<file path="config.mk">
export PLATFORM = sky130hd
export DESIGN_NAME = gen_video_pattern
export DESIGN_NICKNAME = d
export VERILOG_FILES = /design/src/rtl/gen_video_pattern.sv
export SDC_FILE = /design/constraint.sdc
export NUM_CORES = 1
export LEC_CHECK = 0
export CAP_MARGIN = 25
export CELL_PAD_IN_SITES_DETAIL_PLACEMENT = 1
export CELL_PAD_IN_SITES_GLOBAL_PLACEMENT = 1
export CORE_MARGIN = 2
export CORE_UTILIZATION = 44
export DETAILED_ROUTE_END_ITERATION = 8
export PLACE_DENSITY = 0.9
export SYNTH_ARGS = -nofsm -noshare
export SYNTH_HDL_FRONTEND = slang
export SYNTH_SLANG_ARGS = --single-unit
export TNS_END_PERCENT = 50
</file>
<file path="constraint.sdc">
create_clock -name I_clk_pixel -period 3.4 [get_ports I_clk_pixel]
set_input_delay 0.68 -clock I_clk_pixel [delete_from_list [all_inputs] [get_ports I_clk_pixel]]
set_output_delay 0.68 -clock I_clk_pixel [all_outputs]
set_load 0.1 [all_outputs]
</file>
<file path="src/rtl/gen_video_pattern.sv">
// Test-pattern pixel generator: registered 24-bit RGB for pixel (pixX,pixY).
// Supports rotating solid colour, static and scrolling bars, checkerboard, gradient, border and blanking.
module gen_video_pattern #(
   parameter int                    X_BITWIDTH   = 12,
   parameter int                    Y_BITWIDTH   = 11,
   parameter int                    DWELL_BITS   = 25,
   parameter logic [DWELL_BITS-1:0] DWELL_MAX    = {DWELL_BITS{1'b1}},
   parameter int                    CHECKER_LOG2 = 5,
   parameter logic [23:0]           BORDER_COLOR = 24'h0000ff
) (
   input  logic                  I_clk_pixel,
   input  logic                  I_reset_n,
   input  logic [X_BITWIDTH-1:0] pixX,
   input  logic [Y_BITWIDTH-1:0] pixY,
   input  logic [X_BITWIDTH-1:0] screenWidth,
   input  logic [Y_BITWIDTH-1:0] screenHeight,
   input  logic                  I_frame_start,
   input  logic [2:0]            I_mode,
   input  logic                  I_border_en,
   input  logic                  I_freeze,
   output logic [23:0]           rgb,
   output logic [2:0]            O_mode,
   output logic [2:0]            O_color_idx,
   output logic [7:0]            O_frame_cnt
);

   localparam logic [2:0] MODE_SOLID   = 3'd0;
   localparam logic [2:0] MODE_BARS    = 3'd1;
   localparam logic [2:0] MODE_SCROLL  = 3'd2;
   localparam logic [2:0] MODE_CHECKER = 3'd3;
   localparam logic [2:0] MODE_GRAD    = 3'd4;

   localparam logic [X_BITWIDTH-1:0] X_ONE     = 1;
   localparam logic [Y_BITWIDTH-1:0] Y_ONE     = 1;
   localparam logic [DWELL_BITS-1:0] DWELL_ONE = 1;

   function automatic logic [23:0] palette(input logic [2:0] idx);
      case (idx)
         3'd0:    palette = 24'hff0000;
         3'd1:    palette = 24'h00ff00;
         3'd2:    palette = 24'hffff00;
         3'd3:    palette = 24'h0000ff;
         3'd4:    palette = 24'hff00ff;
         3'd5:    palette = 24'h00ffff;
         3'd6:    palette = 24'hffffff;
         default: palette = 24'hff9900;
      endcase
   endfunction

   logic [DWELL_BITS-1:0] dwell_q;
   logic [2:0]            mode_q;
   logic [2:0]            color_idx_q;
   logic [7:0]            frame_cnt_q;

   logic [2:0]            mode_eff;
   logic [7:0]            frame_next;
   logic [7:0]            frame_eff;
   logic [X_BITWIDTH-1:0] width_m1;
   logic [Y_BITWIDTH-1:0] height_m1;
   logic [X_BITWIDTH+2:0] width_ext;
   logic [2:0]            bar;
   logic                  blank;
   logic                  on_border;
   logic [23:0]           mode_rgb;
   logic [23:0]           rgb_next;

   // A frame-start pixel already uses the newly requested mode and the incremented frame count.
   assign frame_next = frame_cnt_q + 8'd1;
   assign mode_eff   = I_frame_start ? I_mode : mode_q;
   assign frame_eff  = I_frame_start ? frame_next : frame_cnt_q;

   assign width_m1  = screenWidth - X_ONE;
   assign height_m1 = screenHeight - Y_ONE;
   assign width_ext = {3'b000, screenWidth};

   // Threshold k*W/8 built from shifted copies of W selected by the bits of the constant k.
   // NOTE: every variable assigned in always_comb gets a default first, so no latch is inferred.
   always_comb begin
      logic [X_BITWIDTH+2:0] prod;
      logic [X_BITWIDTH-1:0] thr;
      bar = 3'd0;
      for (int k = 1; k < 8; k++) begin
         prod = '0;
         if (k[0]) prod = prod + width_ext;
         if (k[1]) prod = prod + (width_ext << 1);
         if (k[2]) prod = prod + (width_ext << 2);
         thr = prod[X_BITWIDTH+2:3];
         if (thr <= pixX) bar = bar + 3'd1;
      end
   end

   assign blank     = (pixX >= screenWidth) || (pixY >= screenHeight);
   assign on_border = I_border_en &&
                      ((pixX == '0) || (pixX == width_m1) ||
                       (pixY == '0) || (pixY == height_m1));

   always_comb begin
      mode_rgb = 24'h000000;
      case (mode_eff)
         MODE_SOLID:   mode_rgb = palette(color_idx_q);
         MODE_BARS:    mode_rgb = palette(bar);
         MODE_SCROLL:  mode_rgb = palette(bar + color_idx_q);
         MODE_CHECKER: mode_rgb = (pixX[CHECKER_LOG2] ^ pixY[CHECKER_LOG2]) ? 24'hffffff : 24'h000000;
         MODE_GRAD:    mode_rgb = {pixX[7:0], pixY[7:0], frame_eff};
         default:      mode_rgb = 24'h000000;
      endcase
   end

   always_comb begin
      rgb_next = mode_rgb;
      if (blank)
         rgb_next = 24'h000000;
      else if (on_border)
         rgb_next = BORDER_COLOR;
   end

   // NOTE: sequential state uses non-blocking assignments so every register samples pre-edge values.
   always_ff @(posedge I_clk_pixel or negedge I_reset_n) begin
      if (!I_reset_n) begin
         rgb         <= 24'h000000;
         mode_q      <= 3'd0;
         color_idx_q <= 3'd0;
         frame_cnt_q <= 8'd0;
         dwell_q     <= '0;
      end else begin
         rgb <= rgb_next;
         if (I_frame_start) begin
            mode_q      <= I_mode;
            frame_cnt_q <= frame_next;
         end
         // Freeze takes precedence over a terminal-count wrap.
         if (!I_freeze) begin
            if (dwell_q == DWELL_MAX) begin
               dwell_q     <= '0;
               color_idx_q <= color_idx_q + 3'd1;
            end else begin
               dwell_q <= dwell_q + DWELL_ONE;
            end
         end
      end
   end

   assign O_mode      = mode_q;
   assign O_color_idx = color_idx_q;
   assign O_frame_cnt = frame_cnt_q;

endmodule
</file>
==> key figures <==
Status
  – Status: complete, but fails checks
  – Failing checks: negative setup slack

Global routing
  – Total GRT Usage: 37.85%
  – Initial antenna violation count: 0
  – GR Overflow Total: 0
  – Vias in the first global route: 10,519
  – First-pass GRT wire length: 57,440 um
  – Largest net degree at the start of global routing: 34

Setup path
  – R2R Setup Slk: 0.31 ns
  – Data arrival, critical path: 8.54 ns
  – Nature of the critical path startpoint: input pin
  – CP dominant cell by count: buf_4
  – Worst Path Class, Setup: input pin to flop
  – Critical path peak fanout: 3
  – Slowest cell on crit path: fa_2
  – R2R depth: 10
  – Critical R2R Capture: rgb[16]
  – Worst flop-to-flop path startpoint: O_color_idx[0]
  – Required @ worst endpoint: 3.61 ns
  – Slowest stage delay, CP: 0.61 ns
  – Critical Path End Type: flop

Drt
  – Via Count: 9,355
  – Routed WL: 38,610 um
  – Via/cell ratio: 6.399
  – Routed WL per cell: 26.41 um
  – ANT nets after route: 0
  – Drt first-iter violations: 577
  – DR pass1 iterations: 6
  – Residual DRC: 0

Logic synthesis
  – Register area share after synthesis: 19.84%
  – Top FF cell, synth: dfrtp_1
  – Post-synth EDFFs: 0
  – Synth Instances: 924
  – Yosys reg bits: 63
  – Mapped Nets: 1,151
  – Netlist Area Pre-Place: 0.007945 mm^2
  – YS warnings: 0
  – Unique masters post-synth: 73
  – Mapped Avg Cell Area: 8.599 um^2
  – Synth async-reset ratio: 100.0%

Floorplan
  – Initial core utilization: 44.53%
  – Vert. Die Dim: 138.4 um
  – Die Footprint: 0.01915 mm^2
  – Boundary pin count: 92
  – Die width: 138.4 um
  – Core ar.: 0.01784 mm^2
  – # rows: 49

CTS
  – CTS root buf: clkbuf_16
  – Clock tree buffer depth: 2
  – CTS tree: built
  – Clk sinks: 63
  – Htree depth: 3
  – Num CTS Buffers: 9
  – Hold buffer count at CTS: 0
  – Reg clk slew, reported paths: 0.05 ns
  – Clock network latency to the later pin of the worst-skew pair: 0.34 ns

Power
  – Comb power frac: 77.6%
  – Peak supply drop: 0.8273 mV
  – Final Power: 8.400 mW
  – Net Sw Power: 4.382 mW
  – Pint: 4.018 mW
  – Cell area power density: 738.0 mW/mm^2
  – Clock Power Share: 9.7%
  – Sequential power share: 12.7%
  – Leakage: 5.389 nW
  – Sw Share: 52.16%

STA
  – Final setup vio count: 24
  – Final worst setup slack: -4.928 ns
  – Min cycle time layout: 8.328 ns
  – Slew margin rel.: 34.88%
  – Slew Limit Fails: 0
  – Final Cycle Share: 244.9%
  – F_max: 120.1 MHz
  – Hold WS: 0.2834 ns
  – Setup Skew: 0.01499 ns
  – Slew @ Worst Pin: 0.9738 ns
  – RSZ-0062 raised after global routing: yes
  – Hold Fails Final Rpt: 0

Placement
  – Port Buffers: 91
  – Final Wtd Congestion: 0.9076
  – Post-DP HPWL: 26,960 um

Finish
  – Antenna diodes: 0
  – NumNets Final: 1,458
  – Final core occ: 63.80%
  – Share of cells above drive strength 1: 29.12%
  – Area growth, synth to finish: 43.26%

Flow run
  – Max-Cap Viols: 0

Min path
  – Worst Hold Class: input pin to async pin
## power groups by stage
stage                     clock network [mW]  logic [mW]  registers [mW]
after floorplan                            0        2.17            2.05
after global placement                     0        4.66            1.04
after detailed placement                   0        5.07            1.06
after CTS                              0.816        5.70            1.06
after global routing                   0.849        6.82            1.08
final                                  0.813        6.52            1.07
## worst max-delay path, delay by kind of cell
family	cells	cell delay [ns]
compound gates	14	2.99
xor+xnor	1	0.10
fa+ha+maj	7	2.12
buf+inv	9	1.29
mux	3	0.86
simple gates	4	0.48
## synth_stat cells, types with 5 or more instances
cell	number	area share (%)
nand2_1	80	3.8
and3_1	9	0.71
nand3_1	17	1.1
nor2b_1	17	1.3
clkbuf_1	5	0.24
a31oi_1	14	1.1
mux2i_1	5	0.63
or3_1	6	0.47
nand4_1	30	2.4
nor2_1	59	2.8
o21a_1	28	2.6
a21boi_0	7	0.66
nand2b_1	13	1.0
mux2_2	8	1.1
nor4_1	5	0.39
and4_1	5	0.55
inv_1	69	3.3
dfrtp_1	63	20
nor3_1	27	1.7
o21ai_0	44	2.8
xnor2_1	58	6.4
ha_1	169	27
a21o_1	16	1.5
xor2_1	31	3.4
a21oi_1	57	3.6
o211ai_1	7	0.66
## stage by stage
| step | instances | area [um^2] | setup WS (ns) | TNS, ns |
|---|---|---|---|---|
| after floorplan | 924 | 8084 | -4.120 | -92.14 |
| after global placement | 1423 | 10580 | -4.851 | -111.62 |
| after detailed placement | 1423 | 10580 | -5.502 | -126.38 |
| after CTS | 1451 | 11190 | -4.405 | -100.52 |
| after global routing | 1462 | 11380 | -5.112 | -116.18 |
| final | 1462 | 11380 | -4.928 | -111.42 |
## sequential cells by signal, indices dropped and copies added (netlist names)
signal / flops
dwell_q: 25
rgb: 24
O_frame_cnt: 8
O_color_idx: 3
O_mode: 3
## worst max-delay path by stage
stage | from | to | slack [ns] | cells after the start
final | screenWidth[1] | rgb[16] | -4.93 | 38
after global routing | screenWidth[1] | rgb[16] | -5.11 | 38
after CTS | screenWidth[2] | rgb[17] | -4.40 | 39
after detailed placement | screenWidth[1] | rgb[12] | -5.50 | 38
after global placement | screenWidth[2] | rgb[21] | -4.85 | 38
after floorplan | screenWidth[2] | rgb[16] | -4.12 | 36
## timing repair
| action | 4_1_cts | 5_1_grt |
|---|---|---|
| pin swaps | 44 | 31 |
| gates resized for setup | 81 | 30 |
| endpoints found under the setup margin | 24 | 24 |
| buffers inserted | 15 | 12 |
## logic make-up (layout without fill, tap and decap cells)
group | count (synthesis) | count (layout) | share of synthesized area, %
AO/OA/AOI/OAI | 219 | 219 | 18.54
XOR/XNOR | 91 | 91 | 10.39
adder cells (fa/ha/maj) | 173 | 173 | 27.62
buffers and inverters | 78 | 387 | 3.764
flip-flops | 63 | 63 | 19.84
multiplexers | 13 | 13 | 1.764
AND/OR/NAND/NOR | 287 | 287 | 18.08
## layout make-up
type | count | area (um^2)
clock buffers | 11 | 242.7
repair buffers | 304 | 2456
clock inverters | 2 | 10.01
well taps | 229 | 286.5
inverters | 70 | 272.8
fillers | 2052 | 6459
multi-input cells | 783 | 6538
flip-flops and latches | 63 | 1577
## layout by cell type (no fill, tap or decap), types with 25 or more instances in the layout
| cell type | count |
|---|---|
| buf_4 | 233 |
| ha_1 | 154 |
| nand2_1 | 79 |
| dfrtp_1 | 63 |
| inv_1 | 61 |
| clkdlybuf4s50_1 | 60 |
| nor2_1 | 56 |
| xnor2_1 | 55 |
| a21oi_1 | 36 |
| o21ai_0 | 32 |
| xor2_1 | 31 |
| nand4_1 | 30 |
| o21a_1 | 28 |
| nor3_1 | 25 |
## per-layer routing
layer / wire length, um / GRT usage [%] / up-vias
met2: 19130 / 68.63 / 560
met1: 13170 / 38.08 / 4530
met3: 2212 / 6.235 / 305
met4: 4097 / 30.99 / 0
li1: - / - / 3960
met5: 0 / 0 / -
No activity file was read; power rests on OpenSTA's default activity.
